$ cat config.mk
export PLATFORM = sky130hd
export DESIGN_NAME = pipeline_ctrl
export DESIGN_NICKNAME = d
export VERILOG_FILES = /design/src/rtl/pipeline_ctrl.sv
export SDC_FILE = /design/constraint.sdc
export NUM_CORES = 1
export LEC_CHECK = 0
export CORE_ASPECT_RATIO = 1.1
export CORE_MARGIN = 3
export CORE_UTILIZATION = 42
export CTS_BUF_LIST = sky130_fd_sc_hd__clkbuf_4 sky130_fd_sc_hd__clkbuf_8
export CTS_CLUSTER_SIZE = 16
export DETAILED_ROUTE_END_ITERATION = 10
export GPL_TIMING_DRIVEN = 0
export PLACE_DENSITY = 0.81
export SYNTH_ARGS = -nofsm -noshare
export SYNTH_HDL_FRONTEND = slang
export SYNTH_SLANG_ARGS = --single-unit
export TNS_END_PERCENT = 1
$ cat constraint.sdc
create_clock -name clk_i -period 2.3 [get_ports clk_i]
set_input_delay 0.46 -clock clk_i [delete_from_list [all_inputs] [get_ports clk_i]]
set_output_delay 0.46 -clock clk_i [all_outputs]
set_load 0.01 [all_outputs]
$ cat src/rtl/pipeline_ctrl.sv
// Pipeline hazard/stall controller: IDLE/RUN/MEM_WAIT/ERR FSM with Mealy-decoded stall, flush and bubble outputs.
// Optional stall performance counter enabled by defining PIPE_CTRL_PERF_EN.
module pipeline_ctrl #(
  parameter int TIMEOUT = 16,
  parameter int CNT_W   = 32
) (
  input  logic             clk_i,
  input  logic             rst_i,
  input  logic             start_i,
  input  logic             hd_stall_i,
  input  logic             branch_i,
  input  logic             dmem_req_i,
  input  logic             dmem_ack_i,
  output logic             pc_stall_o,
  output logic             if_id_stall_o,
  output logic             if_id_flush_o,
  output logic             id_ex_stall_o,
  output logic             id_ex_bubble_o,
  output logic             ex_mem_stall_o,
  output logic             mem_wb_bubble_o,
  output logic             timeout_o,
  output logic [CNT_W-1:0] stall_cnt_o
);

  typedef enum logic [1:0] {
    IDLE     = 2'd0,
    RUN      = 2'd1,
    MEM_WAIT = 2'd2,
    ERR      = 2'd3
  } state_e;

  localparam logic [7:0] WAIT_LAST = 8'(TIMEOUT - 1);

  state_e     state_q, state_d;
  logic [7:0] waitCnt_q, waitCnt_d;

  always_ff @(posedge clk_i or negedge rst_i) begin
    if (!rst_i) begin
      state_q   <= IDLE;
      waitCnt_q <= '0;
    end else begin
      state_q   <= state_d;
      waitCnt_q <= waitCnt_d;
    end
  end

  // Memory stall dominates load-use stall, which dominates branch flush.
  always_comb begin
    state_d         = state_q;
    waitCnt_d       = waitCnt_q;
    pc_stall_o      = 1'b0;
    if_id_stall_o   = 1'b0;
    if_id_flush_o   = 1'b0;
    id_ex_stall_o   = 1'b0;
    id_ex_bubble_o  = 1'b0;
    ex_mem_stall_o  = 1'b0;
    mem_wb_bubble_o = 1'b0;
    timeout_o       = 1'b0;
    case (state_q)
      IDLE: begin
        pc_stall_o      = 1'b1;
        if_id_stall_o   = 1'b1;
        id_ex_bubble_o  = 1'b1;
        mem_wb_bubble_o = 1'b1;
        if (start_i) state_d = RUN;
      end
      RUN: begin
        if (dmem_req_i && !dmem_ack_i) begin
          pc_stall_o      = 1'b1;
          if_id_stall_o   = 1'b1;
          id_ex_stall_o   = 1'b1;
          ex_mem_stall_o  = 1'b1;
          mem_wb_bubble_o = 1'b1;
          waitCnt_d       = '0;
          state_d         = MEM_WAIT;
        end else if (hd_stall_i) begin
          pc_stall_o     = 1'b1;
          if_id_stall_o  = 1'b1;
          id_ex_bubble_o = 1'b1;
        end else if (branch_i) begin
          if_id_flush_o = 1'b1;
        end
      end
      MEM_WAIT: begin
        // A late ack still wins over the timeout in the same cycle.
        if (dmem_ack_i) begin
          state_d = RUN;
        end else begin
          pc_stall_o      = 1'b1;
          if_id_stall_o   = 1'b1;
          id_ex_stall_o   = 1'b1;
          ex_mem_stall_o  = 1'b1;
          mem_wb_bubble_o = 1'b1;
          if (waitCnt_q == WAIT_LAST) state_d = ERR;
          else waitCnt_d = waitCnt_q + 8'd1;
        end
      end
      ERR: begin
        pc_stall_o      = 1'b1;
        if_id_stall_o   = 1'b1;
        id_ex_stall_o   = 1'b1;
        ex_mem_stall_o  = 1'b1;
        mem_wb_bubble_o = 1'b1;
        timeout_o       = 1'b1;
      end
      default: state_d = IDLE;
    endcase
  end

`ifdef PIPE_CTRL_PERF_EN
  logic [CNT_W-1:0] stallCnt_q;

  // Saturating count of stalled cycles while the pipeline is active.
  always_ff @(posedge clk_i or negedge rst_i) begin
    if (!rst_i) begin
      stallCnt_q <= '0;
    end else if ((state_q == RUN || state_q == MEM_WAIT) && pc_stall_o && !(&stallCnt_q)) begin
      stallCnt_q <= stallCnt_q + 1'b1;
    end
  end

  assign stall_cnt_o = stallCnt_q;
`else
  assign stall_cnt_o = '0;
`endif

endmodule

After elaboration in Yosys (flattened, before gate mapping)
Cells that the tools add are included.

Flip-flop bits (word level): 10. Input port bits: 7. Output and inout bits: 40. Word-level logic and storage cells: 43.

Add/subtract/negate cells: 1. Equality and inequality tests: 9. Mux-type cells: 23. Reduce and logical (&&, ||, !) cells: 8.

Operators by type and width (number): $mux 8 (3); $pmux 8 s2 (1); $mux 1 (10); $pmux 1 s3 (3); $add 8x1->8 const B (1); $eq 8x4->1 const B (1); $mux 2 (4); $ne 2x2->1 const B (4); $reduce_and 4->1 (2); $pmux 2 s3 (1); $eq 2x2->1 const B (2); $ne 3x3->1 const B (1); $reduce_bool 3->1 (1); $eq 2x1->1 const B (1); $logic_not 2->1 (1); $pmux 1 s2 (1); $reduce_bool 2->1 (1); $reduce_or 2->1 (1); $logic_and 1x1->1 (1); $logic_not 1->1 (1).

Depth between registers and ports, before layout
Gate-level depths: netlist of the first run.

Depth after elaboration: 4. Mapped depth: 8. Mapped depth without buffers: 6.

Worst setup path before layout of the first run
OpenSTA, ideal clock, no wires.

Path kind: register -> output. Start point: reg state_q[0]. End point: out pc_stall_o. Data arrival time: 1.535 ns. Required time: 1.840 ns. Setup slack: 0.305 ns. Cell stages (with the launch flop): 9. Buffers on the path: 2. Path through: dfrtp_1 -> inv_1 -> ha_1 -> buf_6 -> inv_1 -> o21ai_0 -> o21a_1 -> a21o_1 -> buf_4.

Longest elaborated chain between the ends: 3. Elaborated cells between the ends (all ways): 6. Classes of those cells: eq/ne: 3; mux: 1; reduce/logical: 2.

Ends and longest elaborated chain: from (decl) (RTL line 34) `state_e state_q, state_d;`; from (signal assigned) (RTL line 42) `state_q <= state_d;`; $eq 2x2->1 / $logic_not 2->1 (equally long branches); $reduce_or 2->1 (no source line); $pmux 1 s3 *; to (decl) (RTL line 14) `output logic pc_stall_o,`.

Mark *: on every way between the ends. The rest lies on a longest branch, timed or not.

Final worst setup path of the first run
Start point: reg state_q[0]. End point: out if_id_stall_o.

Longest elaborated chain between the ends: 3. Elaborated cells between the ends (all ways): 6. Classes of those cells: eq/ne: 3; mux: 1; reduce/logical: 2.

Ends and longest elaborated chain: $eq 2x2->1 / $logic_not 2->1 (equally long branches) (RTL line 59) `case (state_q)`; $reduce_or 2->1 (no source line); $pmux 1 s3 * (RTL line 59); to (decl) (RTL line 15) `output logic if_id_stall_o,`.

Marked as above.

==> impl_metrics.ini, run 1 <==
[power]
p_leak_nw = 0.732
peakVddDrop_mv = 0.426
p_sw_share_pct = 40.2
p_seq_share_pct = 22.9
internal_power_mw = 0.647
power_density_mw_per_mm2 = 817
power_frac_clock_pct = 15.0
comb_power_share_pct = 62.1
total_power_mw = 1.08
p_sw_mw = 0.434

[die]
dieArea_mm2 = 0.00296
coreArea_mm2 = 0.00211
start_util_pct = 46.6
num_io_pins = 47
die_y_um = 56.7
rows = 17
die_x_um = 52.1

[setup_path]
cp-start-kind = register
rr_endpoint = waitCnt_q[3]$_DFFE_PN0P_
path_max_fanout = 7
r2r_cells = 8
cp_data_required_time_ns = 1.84
timing.rr.start = state_q[0]$_DFFE_PN0P_
cp.arrival_ns = 1.77
rrSetupSlack_ns = 0.28
endpoint_kind = primary output
critPathKind = register to primary output

[synth]
syn_area_um2 = 982
yosysWarnings = 0
synth_seq_cells = 10
synth_edf_count = 0
synth-seq-area-share_pct = 25.5
synthCells = 114
ys_types = 29
synth_top_flop_cell = dfrtp_1
synthArstFlopShare_pct = 100
syn_area_per_cell_um2 = 8.62

[drt]
dr.pass1.iters = 4
drt_iter0_drc = 14
ant_nets = 0
routed_wl_um = 2050
drc = 0
vias = 845
wl_per_cell_um = 10.7
via_per_inst = 4.40

[clock_network]
cts_root_buf = clkbuf_4
ctsLongestPathBuffers = 2
numCtsBuffers = 3
cts_tree = built
clk_pin_slew_worst_paths_ns = 0.07
clock_latency_ns = 0.27
hold_buffers = 0
clock_sinks = 10
cts_htree_levels = 1

[timing]
hold_ws_ns = 0.501
setup_tns_ns = 0
period_needed_ns = 2.23
finalWorstSetupSlack_ns = 0.0727
post-route-period-util_pct = 96.8
setup_viol = 0
fin_skew_ns = 0.00153
rsz0062_at_grt = no
fmax_ghz = 0.449
maxSlewViolCount = 0
hold_viol_final = 0

[place]
place.gp.congestion = 0.747
dpl_worst_slack_ns = -0.319
dpl_cell_area_mm2 = 0.00127
portBuffers = 14
placedCellCount = 187
place_hpwl_um = 1620

[final_layout]
finalInstanceArea_mm2 = 0.00132
layout_commonest_cell = buf_4
final_nets = 179
layoutNonFillerInstCount = 192
fillCellCount = 204
drive_gt1_share_pct = 32.3
fin_util_pct = 62.9
syn_to_final_growth_pct = 34.8
layout_common_cells = 37 x buf_4, 32 x conb_1, 9 x o21ai_0, 9 x dfrtp_1, 8 x nand2_1
diodes = 0

[global_route]
grt_max_degree = 11
antenna_found_initial = 0
grt_use_total_pct = 15.1
grt_remaining_overflow = 0
grt_pass1_wl_um = 3480
grt_pass1_vias = 820

[status]
outcome = complete, no violations

[worst_hold_path]
min_path_type = primary input to asynchronous set/reset pin

[job]
maxCapViolations = 0
[layout make-up]
| cell class | count | area, µm² | area share [%] |
|---|---|---|---|
| plain buffers | 37 | 285 | 21.6 |
| clock buffers | 4 | 36.3 | 2.74 |
| inverters | 4 | 17.5 | 1.32 |
| multi-input cells | 94 | 561 | 42.3 |
| flip-flops and latches | 10 | 251 | 19.0 |
| well taps | 28 | 35.0 | 2.65 |
| repair buffers | 15 | 138 | 10.4 |
[synth_stat cells, drive strengths merged (2+ instances only)]
cell type	count	area, µm²
and2	2	12.5
nand3	5	25.0
ha	7	87.6
o21a	2	15.0
o21ai	10	50.1
nor2	4	15.0
o31ai	3	22.5
inv	4	15.0
and4	2	18.8
or4	2	15.0
o41ai	2	25.0
nand2	8	30.0
a21oi	3	15.0
buf	37	285
mux2i	3	30.0
dfrtp	10	250
[metal layers]
metal	routed length, µm	up-vias	GRT usage [%]	share of wire (%)
met3	174	5	2.65	8.5
li1	-	431	-	-
met5	0	-	0	0
met4	34	0	6.37	1.7
met2	1050	40	26.0	51
met1	790	369	17.8	39
[how the worst max path moves through the flow]
stage | from | end | slack [ns] | depth (start not counted)
finish | state_q[0]$_DFFE_PN0P_ | if_id_stall_o | 0.07 | 7
global placement | dmem_ack_i | pc_stall_o | -0.31 | 7
floorplan | state_q[0]$_DFFE_PN0P_ | pc_stall_o | 0.30 | 8
CTS | state_q[1]$_DFFE_PN0P_ | pc_stall_o | -0.11 | 8
detailed placement | dmem_ack_i | pc_stall_o | -0.32 | 7
global route | state_q[0]$_DFFE_PN0P_ | if_id_stall_o | 0.0001 | 7
[power by group through the flow]
stage / sequential (mW) / combinational [mW] / clock [mW]
global route: 0.252 / 0.752 / 0.172
floorplan: 0.240 / 0.444 / 0
detailed placement: 0.249 / 0.686 / 0
global placement: 0.244 / 0.669 / 0
CTS: 0.239 / 0.667 / 0.165
finish: 0.247 / 0.672 / 0.162
[sequential cells by signal, indices dropped and copies added, names as in the netlist]
register,flops
state_q,2
waitCnt_q,8
[worst max-delay path, stage by stage (launching register included)]
cell and delay, ns:
dfrtp_1 0.39, buf_4 0.16, ha_1 0.18, buf_4 0.16
nand2_1 0.10, o21a_1 0.15, a21o_1 0.10, clkdlybuf4s15_1 0.24
[logic make-up (layout without fill, tap and decap cells)]
family / count (synthesis) / in the layout / share of synthesized area, %
buffers and inverters: 41 / 60 / 30.6
adders and majority gates: 7 / 7 / 8.92
other: 1 / 32 / 0.382
muxes: 3 / 3 / 3.06
AOI/OAI and AO/OA: 23 / 23 / 15.5
and+or+nand+nor: 29 / 29 / 16.1
DFF: 10 / 10 / 25.5
[timing repair]
item | CTS | global route
pin swaps | 0 | 0
gates resized for setup | 12 | 8
setup buffers | 1 | 0
endpoints found under the hold margin | 0 | 0
endpoints found under the setup margin | 7 | 3
gates cloned | 0 | 0
Note: power is estimated with default switching activity, not from simulation.
==> run 2: changes to the inputs <==
Settings changed: CTS_CLUSTER_SIZE 16 to unset.
==> results of run 2 <==
Same layout as run 1: the final DEF is identical, and so are final timing and power.
